### src/rtl/calc_exec_unit.sv
// Multi-cycle signed arithmetic unit: SUM, SUB, MUL (shift-add), DIV/MOD (restoring) and SQRT.
// Define CALC_SQRT_EN to build the bit-pair square-root datapath; without it opcode 101 is invalid.
module calc_exec_unit #(
   parameter int N = 12
) (
   input  logic             clk,
   input  logic             rst,
   input  logic             start,
   input  logic [N-1:0]     a,
   input  logic [N-1:0]     b,
   input  logic [2:0]       opcode,
   output logic [2*N-1:0]   result,
   output logic [N-1:0]     remainder,
   output logic             busy,
   output logic             valid,
   output logic [1:0]       err
);
   localparam int CW = $clog2(N + 1);

   localparam logic [2:0] OP_SUM  = 3'b000;
   localparam logic [2:0] OP_SUB  = 3'b001;
   localparam logic [2:0] OP_MUL  = 3'b010;
   localparam logic [2:0] OP_DIV  = 3'b011;
   localparam logic [2:0] OP_MOD  = 3'b100;
   localparam logic [2:0] OP_SQRT = 3'b101;

   localparam logic [1:0] E_OK   = 2'b00;
   localparam logic [1:0] E_DIV0 = 2'b01;
   localparam logic [1:0] E_NEG  = 2'b10;
   localparam logic [1:0] E_OP   = 2'b11;

   typedef enum logic [1:0] {IDLE, CALC, DONE} state_t;

   state_t          state, state_next;
   logic [N-1:0]    a_r, b_r;
   logic [2:0]      op_r;
   logic [CW-1:0]   cnt;
   logic [2*N-1:0]  acc;      // MUL partial product, multiplier in the low half
   logic [N-1:0]    quo;      // DIV dividend/quotient shifter, SQRT operand shifter
   logic [N-1:0]    rem_w;

   logic            accept, calc_last, neg_ab;
   logic [1:0]      err_code;
   logic [CW-1:0]   lat_m1;
   logic [N-1:0]    in_mag_a, in_mag_b, mag_a, mag_b;
   logic [2*N-1:0]  a_ext, b_ext;
   logic [N:0]      mul_sum, div_shift, div_diff;
   logic [2*N-1:0]  p_next, q_ext;
   logic [N-1:0]    q_next, rem_next, rem_sgn;
   logic [2*N-1:0]  res_final;
   logic [N-1:0]    rem_final;

   assign accept   = start && (state != CALC);
   assign in_mag_a = a[N-1] ? -a : a;
   assign in_mag_b = b[N-1] ? -b : b;
   assign mag_a    = a_r[N-1] ? -a_r : a_r;
   assign mag_b    = b_r[N-1] ? -b_r : b_r;
   assign neg_ab   = a_r[N-1] ^ b_r[N-1];
   assign a_ext    = {{N{a_r[N-1]}}, a_r};
   assign b_ext    = {{N{b_r[N-1]}}, b_r};

   // Shift-add step: conditionally add the multiplicand into the upper half, then shift right.
   assign mul_sum  = {1'b0, acc[2*N-1:N]} + {1'b0, mag_a};
   assign p_next   = acc[0] ? {mul_sum, acc[N-1:1]} : {1'b0, acc[2*N-1:1]};

   // Restoring division step: keep the trial difference only when it did not go negative.
   assign div_shift = {rem_w, quo[N-1]};
   assign div_diff  = div_shift - {1'b0, mag_b};
   assign rem_next  = div_diff[N] ? div_shift[N-1:0] : div_diff[N-1:0];
   assign q_next    = {quo[N-2:0], ~div_diff[N]};
   assign q_ext     = {{N{1'b0}}, q_next};
   assign rem_sgn   = a_r[N-1] ? -rem_next : rem_next;

`ifdef CALC_SQRT_EN
   logic [N+1:0]    sq_r, sq_shift, sq_r_next, sq_r_fin;
   logic [N/2-1:0]  sq_q, sq_q_next;

   // Non-restoring bit pair: subtract (4q+1) after a non-negative remainder, else add (4q+3).
   assign sq_shift  = {sq_r[N-1:0], quo[N-1:N-2]};
   assign sq_r_next = sq_r[N+1] ? sq_shift + {{(N/2){1'b0}}, sq_q, 2'b11}
                                : sq_shift - {{(N/2){1'b0}}, sq_q, 2'b01};
   assign sq_q_next = {sq_q[N/2-2:0], ~sq_r_next[N+1]};
   assign sq_r_fin  = sq_r_next[N+1] ? sq_r_next + {{(N/2+1){1'b0}}, sq_q_next, 1'b1} : sq_r_next;
`endif

   always_comb begin
      // NOTE: every combinational output gets a default first so no path can infer a latch.
      err_code = E_OK;
      case (op_r)
         OP_SUM, OP_SUB, OP_MUL: ;
         OP_DIV, OP_MOD:         if (b_r == '0) err_code = E_DIV0;
`ifdef CALC_SQRT_EN
         OP_SQRT:                if (a_r[N-1]) err_code = E_NEG;
`endif
         default:                err_code = E_OP;
      endcase

      lat_m1 = '0;
      if (err_code == E_OK) begin
         case (op_r)
            OP_MUL, OP_DIV, OP_MOD: lat_m1 = CW'(N - 1);
`ifdef CALC_SQRT_EN
            OP_SQRT:                lat_m1 = CW'(N / 2 - 1);
`endif
            default:                ;
         endcase
      end
   end

   assign calc_last = (state == CALC) && (cnt == lat_m1);

   always_comb begin
      res_final = '0;
      rem_final = '0;
      if (err_code == E_OK) begin
         case (op_r)
            OP_SUM: res_final = a_ext + b_ext;
            OP_SUB: res_final = a_ext - b_ext;
            OP_MUL: res_final = neg_ab ? -p_next : p_next;
            OP_DIV: begin
               res_final = neg_ab ? -q_ext : q_ext;
               rem_final = rem_sgn;
            end
            OP_MOD: res_final = {{N{rem_sgn[N-1]}}, rem_sgn};
`ifdef CALC_SQRT_EN
            OP_SQRT: begin
               res_final = {{(2*N - N/2){1'b0}}, sq_q_next};
               rem_final = sq_r_fin[N-1:0];
            end
`endif
            default: ;
         endcase
      end
   end

   always_comb begin
      state_next = state;
      busy       = 1'b0;
      valid      = 1'b0;
      case (state)
         IDLE: if (start) state_next = CALC;
         CALC: begin
            busy = 1'b1;
            if (calc_last) state_next = DONE;
         end
         DONE: begin
            valid = 1'b1;
            if (start) state_next = CALC;
         end
         default: state_next = IDLE;
      endcase
   end

   always_ff @(posedge clk or posedge rst) begin
      // NOTE: sequential state uses non-blocking assignments so every register samples pre-edge values.
      if (rst) state <= IDLE;
      else     state <= state_next;
   end

   always_ff @(posedge clk or posedge rst) begin
      if (rst) begin
         a_r       <= '0;
         b_r       <= '0;
         op_r      <= '0;
         cnt       <= '0;
         acc       <= '0;
         quo       <= '0;
         rem_w     <= '0;
         result    <= '0;
         remainder <= '0;
         err       <= E_OK;
`ifdef CALC_SQRT_EN
         sq_r      <= '0;
         sq_q      <= '0;
`endif
      end else if (accept) begin
         a_r   <= a;
         b_r   <= b;
         op_r  <= opcode;
         cnt   <= '0;
         err   <= E_OK;
         acc   <= {{N{1'b0}}, in_mag_b};
         quo   <= in_mag_a;
         rem_w <= '0;
`ifdef CALC_SQRT_EN
         if (opcode == OP_SQRT) quo <= a;
         sq_r  <= '0;
         sq_q  <= '0;
`endif
      end else if (state == CALC) begin
         cnt   <= cnt + CW'(1);
         acc   <= p_next;
         quo   <= q_next;
         rem_w <= rem_next;
`ifdef CALC_SQRT_EN
         if (op_r == OP_SQRT) quo <= {quo[N-3:0], 2'b00};
         sq_r  <= sq_r_next;
         sq_q  <= sq_q_next;
`endif
         if (calc_last) begin
            result    <= res_final;
            remainder <= rem_final;
            err       <= err_code;
         end
      end
   end
endmodule

### config.mk
export PLATFORM = sky130hd
export DESIGN_NAME = calc_exec_unit
export DESIGN_NICKNAME = d
export VERILOG_FILES = /design/src/rtl/calc_exec_unit.sv
export SDC_FILE = /design/constraint.sdc
export NUM_CORES = 1
export LEC_CHECK = 0
export CELL_PAD_IN_SITES_DETAIL_PLACEMENT = 1
export CELL_PAD_IN_SITES_GLOBAL_PLACEMENT = 1
export CORE_MARGIN = 2
export CORE_UTILIZATION = 49
export DETAILED_ROUTE_END_ITERATION = 7
export PLACE_DENSITY_LB_ADDON = 0.1
export RECOVER_POWER = 50
export SLEW_MARGIN = 15
export SYNTH_ARGS = -nofsm -noshare
export SYNTH_HDL_FRONTEND = slang
export SYNTH_SLANG_ARGS = --single-unit
### constraint.sdc
create_clock -name clk -period 7.4 [get_ports clk]
set_input_delay 1.48 -clock clk [delete_from_list [all_inputs] [get_ports clk]]
set_output_delay 1.48 -clock clk [all_outputs]
set_load 0.01 [all_outputs]
==> PnR_summary.wiki, run 1 <==
{| class="wikitable"
! Metric !! Value
|-
| Outcome || finished with violations
|-
| Violated checks || capacitance limit, slew limit
|-
| Mapped Area || about 9400 sq um
|-
| Number of synthesized flops with an enable pin || 0
|-
| Post-synthesis cell count || 1,123
|-
| Crit path largest cell delay || 0.72 ns
|-
| Summed area of non-filler cells in the final layout || about 11,000 sq um
|-
| Number of clock sinks || ~120
|-
| Worst Setup Path Type || reg -> reg
|-
| Post-Place Cells || 1,381
|-
| Pre-Repair DR Iteration Count || 7
|-
| TritonCTS clock tree || yes
|-
| Simple-gate share of the synthesized area || between 15 and 20%
|-
| I/O Buffers || 69
|-
| Chip width || ~140 um
|-
| Part of the Yosys area used for sequential elements || 31.7%
|-
| Final setup violating endpoints || 0
|-
| Post-CTS Setup Inserts || 0
|-
| Setup tns final || 0 ns
|-
| Num CTS Buffers || 17
|-
| Total number of vias || approximately 9,200
|-
| Most frequent cell after synthesis || dfrtp_1
|-
| Detailed Route WL || between 30,000 and 40,000 um
|-
| Most instantiated cells after synthesis || dfrtp_1, o21ai_0, nand2_1, a21oi_1, nor2_1
|-
| Ports placed on the boundary || 70
|-
| Transition time of the tightest slew-check pin || approximately 2.3 ns
|-
| Via count of the first global-routing pass || between 9,000 and 10,000
|-
| Upper clock frequency limit || roughly 180 MHz
|-
| Aggregate global routing overflow || 0
|-
| Clock Tree Root || clkbuf_16
|-
| Unrepaired setup endpoints after global routing || false
|-
| Final setup skew || ~0.0097 ns
|-
| Average instance area after synthesis || approximately 8.4 sq um
|-
| Hold slack final || 0.497 ns
|-
| Skew-Pair Late Insertion Delay || between 0.4 and 0.5 ns
|-
| Worst Path Arrival || approximately 6 ns
|-
| Synthesized-area fraction occupied by xor and xnor cells || a little over 8%
|-
| Slowest cell on the critical path || a21boi_0
|-
| HPWL after DPL || approximately 25,000 um
|-
| Final critical-path share of the clock period || 75.1%
|-
| Number of design rule violations left after detail routing || 0
|-
| Post-synth ARST share || 100%
|-
| Time the final worst path needs with I/O delays and setup || around 5.6 ns
|-
| Largest area contributor in the netlist || dfrtp_1
|-
| Filler-free cell count of the finished design || approximately 1,400
|-
| Largest net degree at the start of global routing || between 80 and 90
|-
| Dominant combinational cell family by area after synthesis || compound AO/OA/AOI/OAI gates
|-
| Category of the worst setup path launch point || flop
|-
| Top post-synthesis cells by area || dfrtp_1, ha_1, o21ai_0, xnor2_1, a21oi_1
|-
| Number of pins exceeding their max-slew limit in the final report || approximately 160
|-
| H-tree depth || 4
|-
| Required @ worst endpoint || slightly below 8 ns
|-
| Total Routing Usage GR || 34.9%
|-
| Layout overhead on the synthesized area || 15.5%
|-
| Initial antenna violation count || 0
|-
| Post-synth net total || 1,213
|-
| Crit Reg-Reg Startpoint || b_r[2]
|-
| Fraction of final layout cells with drive strength greater than 1 || between 7 and 8%
|-
| Cells along the critical path || nor3_1 -> nand2_1 -> o41ai_1 -> xnor2_1 -> ha_1 -> a41oi_1 -> a21boi_0 -> nor4_4 -> nor2_4 -> inv_2 -> a21oi_1 -> ha_1 -> o221ai_1 -> a22oi_1 -> xor2_1 -> a221oi_1 -> o21ai_1
|-
| ANT cells || 0
|-
| Max FO, Critical Path || 18
|-
| Post-synthesis compound-gate area fraction || about a quarter
|-
| Count of synthesis-stage warnings from yosys || 0
|-
| Post-CTS Hold Fix Bufs || 0
|-
| Maximum Capacitance Violations || 3
|-
| Type of destination of the critical path || flop
|-
| Starting density of the core || about 50%
|-
| Crit path launch || b_r[2]
|-
| Std-Cell Core Area || between 15,000 and 20,000 sq um
|-
| Filler cells || roughly 2,200
|-
| Mean number of vias per cell || 6.50
|-
| Top_reg_cell synth || dfrtp_1
|-
| Area enclosed by the die boundary || 20,300 sq um
|-
| Cell area after placement || slightly above 10,000 sq um
|-
| Post-synthesis register bit count || between 100 and 150
|-
| Relative slew margins || -56.1%
|-
| Routed wire per std cell || approximately 24 um
|-
| Hold Path Origin || remainder[1]
|-
| Cell repeated most along the worst path || ha_1
|-
| Final ANT Viol Nets || 0
|-
| Maximum clock insertion buffer count || 2
|-
| Final Hold Viols || 0
|-
| Number of distinct library cells after synthesis || 75
|-
| Routability-driven placement congestion ratio || approximately 0.98
|-
| CTS-repair resized insts || 0
|-
| Wire length of the first global-routing pass || about 54,000 um
|-
| Count of standard-cell rows || 50
|-
| Final-stage net count || 1,256
|-
| Clock slew at reported path FFs || 0.06 ns
|-
| Area share of the leading cell type in the synthesized netlist || roughly a third
|-
| Kind of path behind the tightest hold check || reg -> reg
|-
| Die Y || roughly 140 um
|-
| Share of cell area taken by muxes after synthesis || 4.89%
|-
| Adder and majority gate portion of the synthesized area || under 10%
|-
| Violation count after the first detailed-routing iteration || about 600
|}
==> layer usage <==
metal	vias up	part of all wire, %	wire length (um)	GRT usage (%)
li1	4182	-	-	-
met1	4590	43	14800	45.1
met2	324	47	16200	57.2
met3	89	4.9	1690	5.01
met4	0	4.7	1620	17.5
met5	-	0	0	0
==> worst paths after layout <==
kind / endpoint / slack (ns) / cells after the start
worst max-delay path: result[10] / 1.84 / 17
worst min-delay path: remainder[1] / 0.50 / 1
worst max register to register: result[10] / 1.84 / 17
worst min register to register: remainder[1] / 0.50 / 1
max in group asynchronous: acc[2] / 2.63 / 3
min in group asynchronous: result[16] / 2.12 / 2
==> stage by stage <==
| stage | utilization (%) | worst slack, ns |
|---|---|---|
| CTS | 57.8 | 1.94 |
| finish | 57.7 | 1.84 |
| floorplan | - | 2.76 |
| global route | 57.7 | 1.42 |
| global placement | 54.6 | 2.47 |
| detailed placement | 54.6 | 2.22 |
==> state kept, by name, indices dropped and copies added (netlist names), 3 cells and up <==
| signal | cells |
|---|---|
| remainder | 12 |
| result | 24 |
| a_r | 12 |
| op_r | 3 |
| quo | 12 |
| cnt | 4 |
| rem_w | 12 |
| acc | 24 |
| b_r | 12 |
==> worst max-delay path: cells and delay by family, from the launching register on <==
kind | cells | cell delay, ns
xor+xnor | 2 | 0.26
fa+ha+maj | 2 | 0.64
compound gates | 8 | 2.52
buf+inv | 1 | 0.27
flops | 1 | 0.45
simple gates | 4 | 1.27
==> logic make-up after synthesis <==
| logic type | after synthesis |
|---|---|
| adders and majority gates | 60 |
| buffers and inverters | 108 |
| DFF | 119 |
| AOI/OAI and AO/OA | 365 |
| muxes | 43 |
| and+or+nand+nor | 342 |
| xor gates and xnor gates | 86 |
==> cell usage in the layout (no fill, tap or decap), drive strengths merged, types with 28 or more instances in the layout <==
| master | Yosys | final |
|---|---|---|
| dfrtp | 119 | 119 |
| dlygate4sd3 | 0 | 41 |
| clkdlybuf4s50 | 0 | 28 |
| ha | 56 | 56 |
| nand3 | 39 | 39 |
| xnor2 | 60 | 60 |
| a21oi | 95 | 95 |
| inv | 50 | 49 |
| o21ai | 107 | 107 |
| nor2 | 79 | 79 |
| nand2 | 102 | 102 |
| nor3 | 33 | 33 |
==> area by class of cell <==
type | count | area [sq um] | area share, %
well taps | 234 | 293 | 2.70
inverters | 50 | 189 | 1.74
multi-input cells | 896 | 6000 | 55.3
flip-flops and latches | 119 | 2980 | 27.5
clock buffers | 20 | 447 | 4.12
repair buffers | 82 | 782 | 7.22
clock inverters | 12 | 150 | 1.39
Power of run 1 is not shown: default switching activity piles up to over one toggle a cycle in this logic, so the estimate is an artifact.
==> run 2: changes to the inputs <==
--- a/config.mk
+++ b/config.mk
@@ -8,7 +8,7 @@
 export CELL_PAD_IN_SITES_DETAIL_PLACEMENT = 1
 export CELL_PAD_IN_SITES_GLOBAL_PLACEMENT = 1
 export CORE_MARGIN = 2
-export CORE_UTILIZATION = 49
+export CORE_UTILIZATION = 46
 export DETAILED_ROUTE_END_ITERATION = 7
 export PLACE_DENSITY_LB_ADDON = 0.1
 export RECOVER_POWER = 50
==> constraint.sdc (replaced) <==
create_clock -name clk -period 5.35 [get_ports clk]
set_input_delay 1.07 -clock clk [delete_from_list [all_inputs] [get_ports clk]]
set_output_delay 1.07 -clock clk [all_outputs]
set_load 0.01 [all_outputs]
==> run 2 against run 1 <==
The flow still finishes with violations (capacitance limit, slew limit); final cell count up 3.2%; hold slack better by 0.0019 ns; utilization down 3.4 points; register-to-register slack worse by 1.3 ns.
==> PnR_summary.wiki, run 2 (synthesis gave the netlist of run 1 again) <==
{| class="wikitable"
! Metric !! Value
|-
| Filler cells || 2,417 (+8.3%)
|-
| CTS-repair resized insts || 0 (unchanged)
|-
| Ports placed on the boundary || 70 (unchanged)
|-
| Largest regs || acc x24, result x24
|-
| Number of clock sinks || 119 (unchanged)
|-
| Pre-Repair DR Iteration Count || 5 (-2)
|-
| Post-CTS Setup Inserts || 0 (unchanged)
|-
| Violated checks || capacitance limit, slew limit
|-
| Outcome || finished with violations
|-
| Max FO, Critical Path || 18 (unchanged)
|-
| Category of the worst setup path launch point || flop
|-
| Setup tns final || 0 ns (unchanged)
|-
| Transition time of the tightest slew-check pin || 2.74 ns (+0.411 ns)
|-
| Worst Path Arrival || 5.11 ns (-0.75 ns)
|-
| Relative slew margins || -83.6% (-28 points)
|-
| Starting density of the core || 46.7% (-3.3 points)
|-
| Number of pins exceeding their max-slew limit in the final report || 130 (-17%)
|-
| Final critical-path share of the clock period || 90.0% (+15 points)
|-
| Mean number of vias per cell || 6.25 (-3.9%)
|-
| Final setup skew || 0.0127 ns (+0.00308 ns)
|-
| Total Routing Usage GR || 31.9% (-3.0 points)
|-
| Violation count after the first detailed-routing iteration || 671 (+11%)
|-
| H-tree depth || 4 (unchanged)
|-
| Type of destination of the critical path || flop
|-
| Cell area after placement || 10,400 sq um (+1.0%)
|-
| Initial antenna violation count || 3 (+3)
|-
| Summed area of non-filler cells in the final layout || 10,900 sq um (+0.80%)
|-
| GR peak layer || met2
|-
| Num CTS Buffers || 17 (unchanged)
|-
| Die Y || 147 um (+3.1%)
|-
| Leading cell type in the layout, fill and taps excluded || dfrtp_1
|-
| Final-stage net count || 1,264 (+0.64%)
|-
| Unrepaired setup endpoints after global routing || false
|-
| Layout overhead on the synthesized area || 16.4%
|-
| Wire length of the first global-routing pass || 53,100 um (-1.6%)
|-
| Final setup violating endpoints || 0 (unchanged)
|-
| Via count of the first global-routing pass || 9,353 (-0.20%)
|-
| TritonCTS clock tree || yes
|-
| Post-CTS Hold Fix Bufs || 0 (unchanged)
|-
| HPWL after DPL || 25,500 um (about the same)
|-
| Detailed Route WL || 33,700 um (-1.8%)
|-
| Maximum clock insertion buffer count || 2 (unchanged)
|-
| Number of design rule violations left after detail routing || 0 (unchanged)
|-
| Area enclosed by the die boundary || 21,600 sq um (+6.3%)
|-
| Hold slack final || 0.499 ns (+0.00187 ns)
|-
| I/O Buffers || 69 (unchanged)
|-
| Kind of path behind the tightest hold check || reg -> reg
|-
| Routability-driven placement congestion ratio || 0.985 (+0.82%)
|-
| Final Hold Viols || 0 (unchanged)
|-
| Clock slew at reported path FFs || 0.06 ns (about the same)
|-
| Met2 track demand over resource || 52.4% (-4.8 points)
|-
| Commonest cells after routing, fill and taps aside || dfrtp_1, o21ai_0, nand2_1
|-
| Post-Place Cells || 1,425 (+3.2%)
|-
| Worst Setup Path Type || reg -> reg
|-
| Routed wire per std cell || 23.1 um (-4.8%)
|-
| Chip width || 147 um (+3.1%)
|-
| Total number of vias || 9,112 (-0.79%)
|-
| GR Layer Usage met1 || 41.3% (-3.8 points)
|-
| Largest net degree at the start of global routing || 81 (-1.2%)
|-
| Skew-Pair Late Insertion Delay || 0.43 ns (about the same)
|-
| GR met3 Demand/Resource || 5.37% (+0.36 points)
|-
| Aggregate global routing overflow || 0 (unchanged)
|-
| Time the final worst path needs with I/O delays and setup || 4.82 ns (-0.743 ns)
|-
| Clock Tree Root || clkbuf_16
|-
| Final ANT Viol Nets || 0 (unchanged)
|-
| Std-Cell Core Area || 20,100 sq um (+7.1%)
|-
| Upper clock frequency limit || 208 MHz (+15%)
|-
| Maximum Capacitance Violations || 3 (unchanged)
|-
| Count of standard-cell rows || 52 (+4.0%)
|-
| Filler-free cell count of the finished design || 1,458 (+3.2%)
|-
| Required @ worst endpoint || 5.65 ns (-2.05 ns)
|-
| Fraction of final layout cells with drive strength greater than 1 || 7.83% (+0.37 points)
|}
run 2: through the flow:
stage	worst slack (ns)	utilization [%]
3_5_place_dp	0.580	51.5
4_1_cts	0.517	54.4
5_1_grt	0.0627	54.3
3_3_place_gp	0.773	51.5
2_1_floorplan	1.02	-
6_report	0.533	54.3
run 2: path summary, 6_finish.rpt:
check,start,end,slack (ns),cells past startpoint
setup / recovery,b_r[2],result[10],0.53,18
hold / removal,result[2],result[2],0.50,2
setup reg to reg,b_r[2],result[10],0.53,18
hold reg to reg,result[2],result[2],0.50,2
max in group asynchronous,rst,quo[11],1.41,3
min in group asynchronous,rst,rem_w[5],1.86,2
run 2: cell type report:
| class | count | area [sq um] | area share [%] |
|---|---|---|---|
| multi-input combinational | 896 | 6000 | 55.0 |
| sequential | 119 | 2980 | 27.3 |
| timing repair buffer | 90 | 827 | 7.57 |
| clock buffer | 21 | 460 | 4.22 |
| tap | 270 | 338 | 3.09 |
| inverter | 50 | 189 | 1.73 |
| clock inverter | 11 | 125 | 1.15 |
| antenna | 1 | 2.50 | 0.0229 |
run 2: critical path, cell delays in order (launching register included):
cell and delay [ns]:
dfrtp_1 0.46, nor3_1 0.36, nand2_1 0.20, o21ai_0 0.29, xnor2_1 0.13, ha_1 0.24, or3_1 0.48, o21a_4 0.26
nor4_4 0.40, nor2_4 0.11, inv_2 0.26, nor2_1 0.07, a21oi_1 0.23, ha_1 0.24, o221ai_1 0.17, a22oi_1 0.28
xor2_1 0.13, a221oi_1 0.28, o21ai_1 0.10
run 2: metal layers:
metal | vias up | part of all wire, %
met4 | 4 | 4.0
met3 | 85 | 4.4
li1 | 4201 | -
met5 | - | 0.068
met1 | 4578 | 44
met2 | 244 | 48
Power of run 2 is left out for the same reason.
